## config.mk

```make
export PLATFORM = sky130hd
export DESIGN_NAME = memory_arbiter
export DESIGN_NICKNAME = d
export VERILOG_FILES = /design/src/rtl/memory_arbiter.sv
export SDC_FILE = /design/constraint.sdc
export NUM_CORES = 1
export LEC_CHECK = 0
export CAP_MARGIN = 20
export CORE_MARGIN = 2
export CORE_UTILIZATION = 46
export CTS_BUF_LIST = sky130_fd_sc_hd__clkbuf_2
export DETAILED_ROUTE_END_ITERATION = 10
export MAX_ROUTING_LAYER = met4
export PLACE_DENSITY = 0.86
export SLEW_MARGIN = 10
export SYNTH_ARGS = -nofsm -noshare
export SYNTH_HDL_FRONTEND = slang
export SYNTH_SLANG_ARGS = --single-unit
```

## constraint.sdc

```tcl
create_clock -name sys_clk -period 2.6 [get_ports sys_clk]
set_input_delay 0.26 -clock sys_clk [delete_from_list [all_inputs] [get_ports sys_clk]]
set_output_delay 0.26 -clock sys_clk [all_outputs]
set_load 0.01 [all_outputs]
```

## src/rtl/memory_arbiter.sv

```systemverilog
// rtl/memory_arbiter.sv - two-port round-robin memory arbiter; optional watchdog via MEMORY_ARBITER_TIMEOUT_EN
module memory_arbiter #(
    parameter int ADDR_W         = 17,
    parameter int DATA_W         = 32,
    parameter int TIMEOUT_CYCLES = 255
) (
    input  logic              sys_clk,
    input  logic              reset,
    input  logic              p0_read_req,
    input  logic              p0_write_req,
    input  logic [ADDR_W-1:0] p0_addr,
    input  logic [DATA_W-1:0] p0_wdata,
    output logic [DATA_W-1:0] p0_rdata,
    output logic              p0_ack,
    input  logic              p1_read_req,
    input  logic              p1_write_req,
    input  logic [ADDR_W-1:0] p1_addr,
    input  logic [DATA_W-1:0] p1_wdata,
    output logic [DATA_W-1:0] p1_rdata,
    output logic              p1_ack,
    output logic              mem_read_req,
    output logic              mem_write_req,
    output logic [ADDR_W-1:0] mem_addr,
    output logic [DATA_W-1:0] mem_data_o,
    input  logic [DATA_W-1:0] mem_data_i,
    input  logic              mem_busy,
    output logic              arb_timeout
);

    typedef enum logic [1:0] {IDLE, ISSUE, WAIT, DONE} state_t;

    state_t            state;
    state_t            state_next;
    logic              last_grant;
    logic              lat_port;
    logic              lat_write;
    logic              p0_pend;
    logic              p1_pend;
    logic              grant;
    logic              grant_port;
    logic              rdata_load;
    logic              timeout_hit;
    logic [DATA_W-1:0] rdata_cap;

    if (TIMEOUT_CYCLES < 1 || TIMEOUT_CYCLES > 255) begin : g_bad_timeout
        $error("TIMEOUT_CYCLES must be in 1..255");
    end

    assign p0_pend = p0_read_req | p0_write_req;
    assign p1_pend = p1_read_req | p1_write_req;

    always_comb begin
        state_next = state;
        grant      = 1'b0;
        grant_port = 1'b0;
        rdata_load = 1'b0;
        case (state)
            IDLE: begin
                if (p0_pend || p1_pend) begin
                    grant      = 1'b1;
                    // Tie goes to the port that did not win last time.
                    grant_port = (p0_pend && p1_pend) ? ~last_grant : p1_pend;
                    state_next = ISSUE;
                end
            end
            ISSUE: state_next = WAIT;
            WAIT: begin
                if (!mem_busy || timeout_hit) begin
                    state_next = DONE;
                    rdata_load = ~lat_write;
                end
            end
            DONE:    state_next = IDLE;
            default: state_next = IDLE;
        endcase
    end

    // mem_busy can only still be high here on a watchdog abort, which returns zero.
    assign rdata_cap = mem_busy ? '0 : mem_data_i;

    always_ff @(posedge sys_clk) begin
        if (reset) begin
            state      <= IDLE;
            last_grant <= 1'b1;
            lat_port   <= 1'b0;
            lat_write  <= 1'b0;
            mem_addr   <= '0;
            mem_data_o <= '0;
            p0_rdata   <= '0;
            p1_rdata   <= '0;
        end else begin
            state <= state_next;
            if (grant) begin
                last_grant <= grant_port;
                lat_port   <= grant_port;
                lat_write  <= grant_port ? p1_write_req : p0_write_req;
                mem_addr   <= grant_port ? p1_addr : p0_addr;
                mem_data_o <= grant_port ? p1_wdata : p0_wdata;
            end
            if (rdata_load) begin
                if (lat_port) begin
                    p1_rdata <= rdata_cap;
                end else begin
                    p0_rdata <= rdata_cap;
                end
            end
        end
    end

    assign mem_read_req  = (state == ISSUE) && !lat_write;
    assign mem_write_req = (state == ISSUE) && lat_write;
    assign p0_ack        = (state == DONE) && !lat_port;
    assign p1_ack        = (state == DONE) && lat_port;

`ifdef MEMORY_ARBITER_TIMEOUT_EN
    localparam logic [7:0] TO_LAST = 8'(TIMEOUT_CYCLES - 1);

    logic [7:0] wd_cnt;
    logic       timed_out;

    always_ff @(posedge sys_clk) begin
        if (reset) begin
            wd_cnt    <= '0;
            timed_out <= 1'b0;
        end else if (grant) begin
            wd_cnt    <= '0;
            timed_out <= 1'b0;
        end else if (state == WAIT && mem_busy) begin
            if (timeout_hit) begin
                timed_out <= 1'b1;
            end else begin
                wd_cnt <= wd_cnt + 8'd1;
            end
        end
    end

    assign timeout_hit = (state == WAIT) && mem_busy && (wd_cnt == TO_LAST);
    assign arb_timeout = (state == DONE) && timed_out;
`else
    assign timeout_hit = 1'b0;
    assign arb_timeout = 1'b0;
`endif

endmodule

```

After elaboration in Yosys (flattened, before gate mapping)
Cells that the tools add are included.

cells by class
  eq/ne operators = 5
  muxes and demuxes = 14
  bitwise operators = 5
  reduce and logical (&&, ||, !) cells = 12

operator list
  operator                                             count
  2-to-1 mux 32 bit                                    2
  2-to-1 mux 17 bit                                    1
  2-to-1 mux 1 bit                                     8
  case mux 2 bit (4 select lines)                      1
  AND reduction 2 bit                                  3
  logical AND 1 bit                                    5
  equality test 2 bit, second input constant           2
  2-to-1 mux 2 bit                                     2
  != test 2 bit, second input constant                 2
  inverter 1 bit                                       3
  equality test 2 x 1 -> 1 bit, second input constant  1
  logical NOT 1 bit                                    2
  logical NOT 2 bit                                    1
  bitwise OR 1 bit                                     2
  logical OR 1 bit                                     1

word-level totals
  bits in registers = 118
  bits of input ports = 137
  output and inout bits = 118
  word-level logic and storage cells = 44

Logic depth before layout (Yosys ltp)
Gate-level depths: netlist of the first run.

  depth after elaboration = 6
  mapped depth = 8

Worst setup path after synthesis of the first run
OpenSTA, ideal clock, no wires.

  kind = register to register
  from = register state[0]
  to = register p0_rdata[10]
  setup time = 0.132 ns
  arrival time = 1.479 ns
  required time = 2.468 ns
  path slack = 0.988 ns
  cell stages (with the launch flop) = 8
  path buffers = 2
  clock period less this slack = 1.612 ns
  path through = dfxtp_1 inv_1 ha_1 or4b_1 clkbuf_1 buf_2 nand2_1 a21oi_1

between the ends
  word-level cells in the longest chain between the ends = 3

RTL lines
  item                           line  source
  start: declaration             32    state_t state;
  start signal: assignment       92    state <= state_next;
  equality test 2 bit            57    case (state)
  2-to-1 mux 1 bit               57
  AND reduction 2 bit (no line)  --
  end signal: assignment         104   p0_rdata <= rdata_cap;
  end: declaration               13    output logic [DATA_W-1:0] p0_rdata,

Every way passes these cells.
A chain may end at the register's enable or synchronous reset.

Final worst setup path of the first run
  from = register state[1]
  to = output mem_read_req

between the ends
  word-level cells in the longest chain between the ends = 2

RTL lines
  item                          line  source
  equality test 2 x 1 -> 1 bit  110   assign mem_read_req = (state == ISSUE) && !lat_write;
  logical AND 1 bit             110
  end: declaration              21    output logic mem_read_req,

Every way passes these cells.

==> results of run 1 <==
-- cell type report --
type                       count  share of cell area, %
timing repair buffer         267                   32.9
multi-input combinational    454                   32.7
sequential                   118                   29.3
tap                          143                   2.22
clock inverter                11                   1.35
clock buffer                  21                   1.31
inverter                       4                  0.187
-- per-stage QoR --
step / util [%] / total power [uW] / hold slack (ns) / instance area [um2]
CTS: 70.8 / 6460 / 0.105 / 8020
detailed placement: 69.0 / 5330 / 0.446 / 7810
global route: 71.1 / 6820 / 0.149 / 8050
floorplan: - / 4050 / 0.457 / 5310
finish: 71.1 / 6470 / 0.173 / 8050
global placement: 69.0 / 5230 / 0.441 / 7810
-- layout by cell type, fill, tap and decap left out, types with 2 or more instances in the layout --
cell type,netlist,layout
a211oi_1,37,37
a211oi_2,14,14
a21oi_1,66,66
and2_1,2,2
buf_4,1,13
bufinv_16,0,2
clkbuf_2,0,21
clkdlybuf4s50_1,0,252
clkinv_1,0,2
clkinv_2,0,5
dfxtp_1,118,118
ha_1,5,5
inv_1,4,4
nand2_1,130,130
nand2b_1,3,3
nor2b_1,35,35
nor3_1,49,49
nor3b_1,49,49
o21ai_0,49,49
-- metal layers --
layer,wire length [um],up-vias
met5,0,-
met4,497,0
met3,1580,40
met2,8110,243
met1,6840,2599
li1,-,2661
-- sequential cells by signal (all words and copies together), names as in the netlist --
name        flops
last_grant      1
lat_port        1
lat_write       1
mem_addr       17
mem_data_o     32
p0_rdata       32
p1_rdata       32
state           2
-- worst max-delay path, delay by kind of cell, from the launching register on --
| family | cells | cell delay [ns] |
|---|---|---|
| buf+inv | 2 | 0.70 |
| flops | 1 | 0.37 |
| simple gates | 1 | 0.14 |
| fa+ha+maj | 1 | 0.18 |
-- kinds of logic (layout without fill, tap and decap cells) --
| kind of cell | Yosys count | count (layout) | share of synthesized area (%) |
|---|---|---|---|
| and+or+nand+nor | 274 | 274 | 26.8 |
| adders and majority gates | 5 | 5 | 1.18 |
| AOI/OAI and AO/OA | 173 | 173 | 20.5 |
| DFF | 118 | 118 | 44.5 |
| buffers and inverters | 69 | 303 | 6.78 |
| muxes | 1 | 1 | 0.188 |
| other | 1 | 1 | 0.0706 |
-- power by group through the flow --
stage	Clock, uW	Sequential (uW)	Combinational, uW
finish	1130	2430	2910
global route	1220	2470	3130
CTS	1150	2430	2880
detailed placement	0	2460	2870
global placement	0	2460	2770
floorplan	0	2590	1460
-- what timing repair did --
action,4_1_cts,5_1_grt
resized for setup,0,1
hold buffers,0,0
setup endpoints to repair,0,7
-- final timing paths --
| check | from | end | slack [ns] |
|---|---|---|---|
| worst max-delay path | state[1]$_SDFFE_PP0P_ | mem_read_req | 0.29 |
| worst min-delay path | reset | last_grant$_SDFFE_PP1P_ | 0.17 |
| worst max register to register | state[0]$_SDFFE_PP0P_ | mem_data_o[4]$_SDFFE_PP0P_ | 0.44 |
| worst min register to register | p1_rdata[28]$_SDFFE_PP0P_ | p1_rdata[28]$_SDFFE_PP0P_ | 0.47 |
==> impl_metrics.py, run 1 <==
metrics = {
    "placement": {
        "hpwl_um": 11400,
        "place.gp.congestion": 0.863,
        "dp.cells": 985,
        "io_buffers": 253,
        "place_ws_ns": 0.254,
    },
    "grt": {
        "grt_start_max_net_pins": 68,
        "grt_util_met2_pct": 44.1,
        "gr-usage-met1_pct": 31.3,
        "grt_overflow": 0,
        "grt_use_met3_pct": 7.95,
        "grt_pass1_wl_um": 26700,
        "groute.usage.overall_pct": 27.2,
        "top_usage_layer": "met2",
        "grt_antenna_before_repair": 0,
        "grt_pass1_vias": 5513,
    },
    "logic_synthesis": {
        "yosysSeqAreaShare_pct": 44.5,
        "ys_ff_latch": 118,
        "synth_cells": 641,
        "syn_area_um2": 5310,
        "async_flop_share_pct": 0,
        "synth.avg_cell_area_um2": 8.29,
        "synth_ff_type": "dfxtp_1",
        "ys_warn_count": 0,
        "synth.distinct_cells": 33,
        "synth_edf_count": 0,
        "synth_top_area_share_pct": 44.5,
        "synth_nets": 783,
        "synth_area_leader_cell": "dfxtp_1",
        "synth.area.top_cells": "dfxtp_1, nand2_1, nor3b_1",
        "synth_common_cells": "nand2_1, dfxtp_1, a21oi_1",
        "post-synth-top-count-cell": "nand2_1",
    },
    "sta": {
        "layout_min_cycle_time_ns": 2.31,
        "max-slew-margin-rel_pct": 54.3,
        "finalSetupViolations": 0,
        "worst_slack_ns": 0.287,
        "finalMaxSlewViolations": 0,
        "hold_viol": 0,
        "period_share_pct": 88.9,
        "fmax_ghz": 0.432,
        "skew_ns": 0.0245,
        "tns_ns": 0,
        "rsz0062_at_grt": "false",
        "worst_pin_slew_ns": 0.686,
    },
    "detailed_routing": {
        "firstDrtPassIters": 5,
        "num_vias": 5543,
        "routed_wl_um": 17000,
        "routedWlPerCell_um": 16.7,
        "drt_iter0_drc": 491,
        "route.detailed.drc": 0,
        "viasPerCell": 5.44,
        "antenna_left": 0,
    },
    "power": {
        "power_leakage_uw": 0.00267,
        "switching_share_pct": 37.0,
        "power.switching_uw": 2390,
        "pwr-share-comb_pct": 45.0,
        "clkPwrFrac_pct": 17.4,
        "intPower_uw": 4080,
        "ir_drop_mv": 0.531,
        "p_seq_share_pct": 37.6,
        "powerDensity_nw_per_um2": 804,
    },
    "finish": {
        "drive_gt1_share_pct": 7.66,
        "layout.area.seq_um2": 2360,
        "nets": 1004,
        "antennaDiodeCount": 0,
        "fill_cells": 831,
        "multi_input_area_um2": 2630,
        "syn_to_final_growth_pct": 51.5,
        "fin_cells": 1018,
    },
    "worst_setup_path": {
        "criticalPathCategory": "reg2out",
        "slowest_stage": "clkdlybuf4s50_1",
        "crit_path_max_incr_delay_ns": 0.58,
        "ff2ff_path_depth": 6,
        "path_max_fanout": 4,
        "worstPathArrival_ns": 2.05,
        "worst_setup_path_end_kind": "output port",
        "start_kind": "flop",
        "crit_chain": "inv_1 -> ha_1 -> nor2b_1 -> clkdlybuf4s50_1",
        "required_ns": 2.34,
    },
    "floorplanning": {
        "die-height_um": 111,
        "initial_core_util_pct": 46.9,
        "pin_count": 255,
        "die_x_um": 111,
        "num_rows": 39,
        "die_area_um2": 12400,
        "core_um2": 11300,
    },
    "cts": {
        "root_buffer": "clkbuf_2",
        "post_cts.repair.setup_buffers": 0,
        "cts_made_buffers": 17,
        "clock_latency_ns": 0.68,
        "cts.sinks": 118,
        "cts_tree": "yes",
        "cts_buffer_depth": 2,
        "clk_pin_slew_ns": 0.15,
        "cts_max_level": 4,
    },
    "worst_hold_path": {
        "whs_path_depth": 4,
        "worstHoldPathType": "in2reg",
    },
    "run": {
        "cap_violations": 0,
    },
    "status": {
        "status": "finished, final reports clean",
    },
}
Note: power is estimated with default switching activity, not from simulation.
==> run 2: changes to the inputs <==
Settings changed: ABC_CLOCK_PERIOD_IN_PS set to 2600, CORE_ASPECT_RATIO set to 0.75, CORE_MARGIN 2 to unset.
==> impl_metrics.py, run 2 (synthesis gave the netlist of run 1 again) <==
metrics = {
    "status": {
        "status": "finished, final reports clean",
    },
    "detailed_routing": {
        "firstDrtPassIters": 5,
        "drt_iter0_drc": 441,
        "routed_wl_um": 17300,
        "viasPerCell": 5.53,
        "num_vias": 5618,
        "routedWlPerCell_um": 17.0,
        "route.detailed.drc": 0,
        "antenna_left": 0,
    },
    "placement": {
        "dpl_cell_area_um2": 7800,
        "place_ws_ns": 0.228,
        "io_buffers": 253,
        "hpwl_um": 11600,
        "place.gp.congestion": 0.811,
    },
    "cts": {
        "post_cts.repair.setup_buffers": 0,
        "cts_buffer_depth": 2,
        "cts_made_buffers": 17,
        "cts.sinks": 118,
        "cts_max_level": 4,
        "clock_latency_ns": 0.68,
        "clk_pin_slew_ns": 0.19,
        "cts_tree": "yes",
        "root_buffer": "clkbuf_2",
    },
    "worst_setup_path": {
        "critPathTopFamily": "buffers and inverters",
        "required_ns": 2.34,
        "criticalPathCategory": "reg2out",
        "crit_chain": "inv_1 -> ha_1 -> nor2b_1 -> clkdlybuf4s50_1",
        "worstPathArrival_ns": 2.03,
        "critical_path_buf_inv_count": 2,
        "slowest_stage": "clkdlybuf4s50_1",
        "crit_path_max_incr_delay_ns": 0.58,
        "start_kind": "flop",
        "worst_setup_path_end_kind": "output port",
        "path_max_fanout": 4,
    },
    "grt": {
        "grt_overflow": 0,
        "grt_start_max_net_pins": 68,
        "grt_pass1_vias": 5359,
        "groute.usage.overall_pct": 29.2,
        "grt_antenna_before_repair": 0,
        "grt_pass1_wl_um": 26700,
    },
    "sta": {
        "finalSetupViolations": 0,
        "tns_ns": 0,
        "skew_ns": 0.0455,
        "worst_slack_ns": 0.307,
        "fmax_ghz": 0.436,
        "rsz0062_at_grt": "false",
        "period_share_pct": 88.2,
        "finalMaxSlewViolations": 0,
        "layout_min_cycle_time_ns": 2.29,
        "hold_viol": 0,
        "worst_pin_slew_ns": 0.678,
        "timing.hold.ws_ns": 0.177,
        "max-slew-margin-rel_pct": 54.8,
    },
    "finish": {
        "nets": 1004,
        "fin_area_um2": 8050,
        "top_regs": "mem_data_o (32), p0_rdata (32), p1_rdata (32)",
        "most-common-layout-cells": "clkdlybuf4s50_1, nand2_1, dfxtp_1",
        "multi_input_area_um2": 2630,
        "syn_to_final_growth_pct": 51.5,
        "drive_gt1_share_pct": 7.77,
        "antennaDiodeCount": 0,
        "layout.core_utilization_pct": 72.7,
        "fill_cells": 807,
        "final_common_cell": "clkdlybuf4s50_1",
        "layout.area.seq_um2": 2360,
    },
    "floorplanning": {
        "initial_core_util_pct": 48.0,
        "die_x_um": 126,
        "die-height_um": 95.1,
        "num_rows": 33,
        "die_area_um2": 12000,
        "core_um2": 11100,
        "pin_count": 255,
    },
    "power": {
        "power_leakage_uw": 0.00266,
        "powerDensity_nw_per_um2": 803,
        "ir_drop_mv": 0.491,
    },
    "run": {
        "cap_violations": 0,
    },
    "worst_hold_path": {
        "worstHoldPathType": "in2reg",
    },
}
-- run 2: worst register-to-register path, stage by stage (launching register included) --
cell	delay, ns
dfxtp_1	0.36
inv_1	0.14
ha_1	0.52
o21ai_4	0.11
or2_2	0.52
buf_12	0.27
a211oi_1	0.26
-- run 2: per-layer routing --
layer | global-route usage, % | vias to the layer above | share of wire (%)
met4 | 13.5 | 0 | 3.1
met1 | 33.8 | 2624 | 41
met2 | 48.5 | 274 | 48
met5 | - | - | 0
met3 | 7.18 | 46 | 8.1
li1 | - | 2674 | -
-- run 2: worst paths after layout --
kind / from / endpoint / slack (ns) / cells after the start
min reg2reg: p0_rdata[25]$_SDFFE_PP0P_ / p0_rdata[25]$_SDFFE_PP0P_ / 0.46 / 2
max: state[1]$_SDFFE_PP0P_ / mem_read_req / 0.31 / 4
max reg2reg: state[0]$_SDFFE_PP0P_ / mem_data_o[29]$_SDFFE_PP0P_ / 0.34 / 6
min: reset / last_grant$_SDFFE_PP1P_ / 0.18 / 4
-- run 2: final cells by class --
type	instances	share of cell area (%)
flip-flops and latches	118	29.4
multi-input cells	454	32.7
clock buffers	17	1.06
well taps	140	2.18
inverters	4	0.187
clock inverters	15	1.63
repair buffers	267	32.9
-- run 2: timing repair --
item / 4_1_cts / 5_1_grt
setup endpoints to repair: 0 / 1
hold buffers: 0 / 0
resized for setup: 0 / 1
-- run 2: metrics by stage --
step	total power [uW]	instances
5_1_grt	6830	1015
6_report	6460	1015
2_1_floorplan	4050	641
3_5_place_dp	5340	982
3_3_place_gp	5240	982
4_1_cts	6440	1014
-- run 2: report_power, final --
| part | switching [uW] | internal [uW] | total, uW |
|---|---|---|---|
| Clock | 756 | 345 | 1100 |
| Sequential | 235 | 2200 | 2430 |
| Combinational | 1490 | 1440 | 2930 |
| Total | 2480 | 3980 | 6460 |
==> run 3: changes to the inputs <==
Settings changed: PLACE_DENSITY 0.86 to 0.89.
==> impl_metrics.py, run 3 (synthesis gave the netlist of run 1 again) <==
metrics = {
    "status": {
        "status": "finished, final reports clean",
    },
    "grt": {
        "grt_overflow": 0,
        "grt_start_max_net_pins": 53,
        "grt_pass1_wl_um": 27100,
        "groute.usage.overall_pct": 29.8,
        "grt_pass1_vias": 5519,
        "grt_antenna_before_repair": 0,
    },
    "placement": {
        "io_buffers": 253,
        "hpwl_um": 11600,
        "place.gp.congestion": 0.831,
        "dpl_cell_area_um2": 7800,
    },
    "sta": {
        "fmax_ghz": 0.440,
        "rsz0062_at_grt": "false",
        "period_share_pct": 87.5,
        "worst_pin_slew_ns": 0.637,
        "skew_ns": 0.0181,
        "layout_min_cycle_time_ns": 2.27,
        "max-slew-margin-rel_pct": 57.5,
        "finalMaxSlewViolations": 0,
        "finalSetupViolations": 0,
        "tns_ns": 0,
        "hold_viol": 0,
    },
    "finish": {
        "multi_input_area_um2": 2630,
        "antennaDiodeCount": 0,
        "most-common-layout-cells": "clkdlybuf4s50_1, nand2_1, dfxtp_1",
        "fill_cells": 812,
        "top_regs": "mem_data_o (32), p0_rdata (32), p1_rdata (32)",
        "final_common_cell": "clkdlybuf4s50_1",
        "nets": 1004,
        "fin_area_um2": 8110,
        "layout.area.seq_um2": 2360,
        "drive_gt1_share_pct": 7.77,
        "syn_to_final_growth_pct": 52.7,
    },
    "detailed_routing": {
        "firstDrtPassIters": 5,
        "route.detailed.drc": 0,
        "routed_wl_um": 17400,
        "num_vias": 5635,
        "routedWlPerCell_um": 17.2,
        "drt_iter0_drc": 304,
        "viasPerCell": 5.55,
        "antenna_left": 0,
    },
    "floorplanning": {
        "die_x_um": 126,
        "pin_count": 255,
        "die_area_um2": 12000,
        "num_rows": 33,
        "initial_core_util_pct": 48.0,
        "core_um2": 11100,
        "die-height_um": 95.1,
    },
    "worst_setup_path": {
        "start_kind": "flop",
        "worstPathArrival_ns": 2.01,
        "path_max_fanout": 4,
        "slowest_stage": "clkdlybuf4s50_1",
        "critical_path_buf_inv_count": 2,
        "crit_chain": "inv_1 -> ha_1 -> and2_1 -> clkdlybuf4s50_1",
        "crit_path_max_incr_delay_ns": 0.51,
        "critPathTopFamily": "buffers and inverters",
        "criticalPathCategory": "reg2out",
        "worst_setup_path_end_kind": "output port",
        "required_ns": 2.34,
    },
    "power": {
        "ir_drop_mv": 0.527,
        "power_leakage_uw": 0.00269,
        "powerDensity_nw_per_um2": 829,
        "fin_total_pwr_uw": 6730,
    },
    "cts": {
        "clock_latency_ns": 0.67,
        "cts_tree": "yes",
        "clk_pin_slew_ns": 0.19,
        "cts_max_level": 4,
        "cts_buffer_depth": 2,
        "cts_made_buffers": 17,
        "holdBufCountCts": 0,
        "cts.sinks": 118,
        "root_buffer": "clkbuf_2",
    },
    "worst_hold_path": {
        "worstHoldPathType": "in2reg",
    },
    "run": {
        "cap_violations": 0,
    },
}
-- run 3: final cells by class --
class	count	area share, %
Clock buffer	18	1.11
Tap cell	140	2.16
Sequential cell	118	29.1
Clock inverter	14	2.27
Timing Repair Buffer	267	32.7
Multi-Input combinational cell	454	32.5
Inverter	4	0.185
-- run 3: where the power goes --
group	total, uW	internal, uW	switching, uW	leakage (uW)
sequential	2440	2200	247	0.000965
combinational	2940	1450	1480	0.00157
clock	1350	627	718	0.000157
total	6730	4280	2450	0.00269
-- run 3: repair_timing --
| item | in CTS | in global routing |
|---|---|---|
| setup buffers | 0 | 0 |
| resized for setup | 0 | 1 |
| setup endpoints to repair | 0 | 6 |
-- run 3: metal layers --
layer  global-route usage (%)  wire length (um)  up-vias
met1                     35.0              7350     2645
met5                        -                 0        -
met3                     6.62              1200       50
met2                     48.9              8320      273
li1                         -                 -     2667
met4                     14.9               567        0
-- run 3: stage by stage --
step | setup slack (ns) | hold slack (ns) | utilization (%) | cells
6_report | 0.326 | 0.0796 | 73.3 | 1015
5_1_grt | 0.180 | 0.0397 | 73.3 | 1015
3_5_place_dp | 0.262 | 0.446 | 70.5 | 982
3_3_place_gp | 0.398 | 0.442 | 70.5 | 982
2_1_floorplan | 0.988 | 0.457 | - | 641
4_1_cts | 0.217 | 0.00607 | 73.0 | 1014
-- run 3: path summary, 6_finish.rpt --
path / slack, ns / depth (start not counted) / to / startpoint
min: 0.08 / 2 / p0_rdata[10]$_SDFFE_PP0P_ / reset
max: 0.33 / 4 / mem_write_req / state[1]$_SDFFE_PP0P_
min reg2reg: 0.47 / 2 / p0_rdata[25]$_SDFFE_PP0P_ / p0_rdata[25]$_SDFFE_PP0P_
max reg2reg: 0.41 / 6 / mem_data_o[28]$_SDFFE_PP0P_ / state[0]$_SDFFE_PP0P_
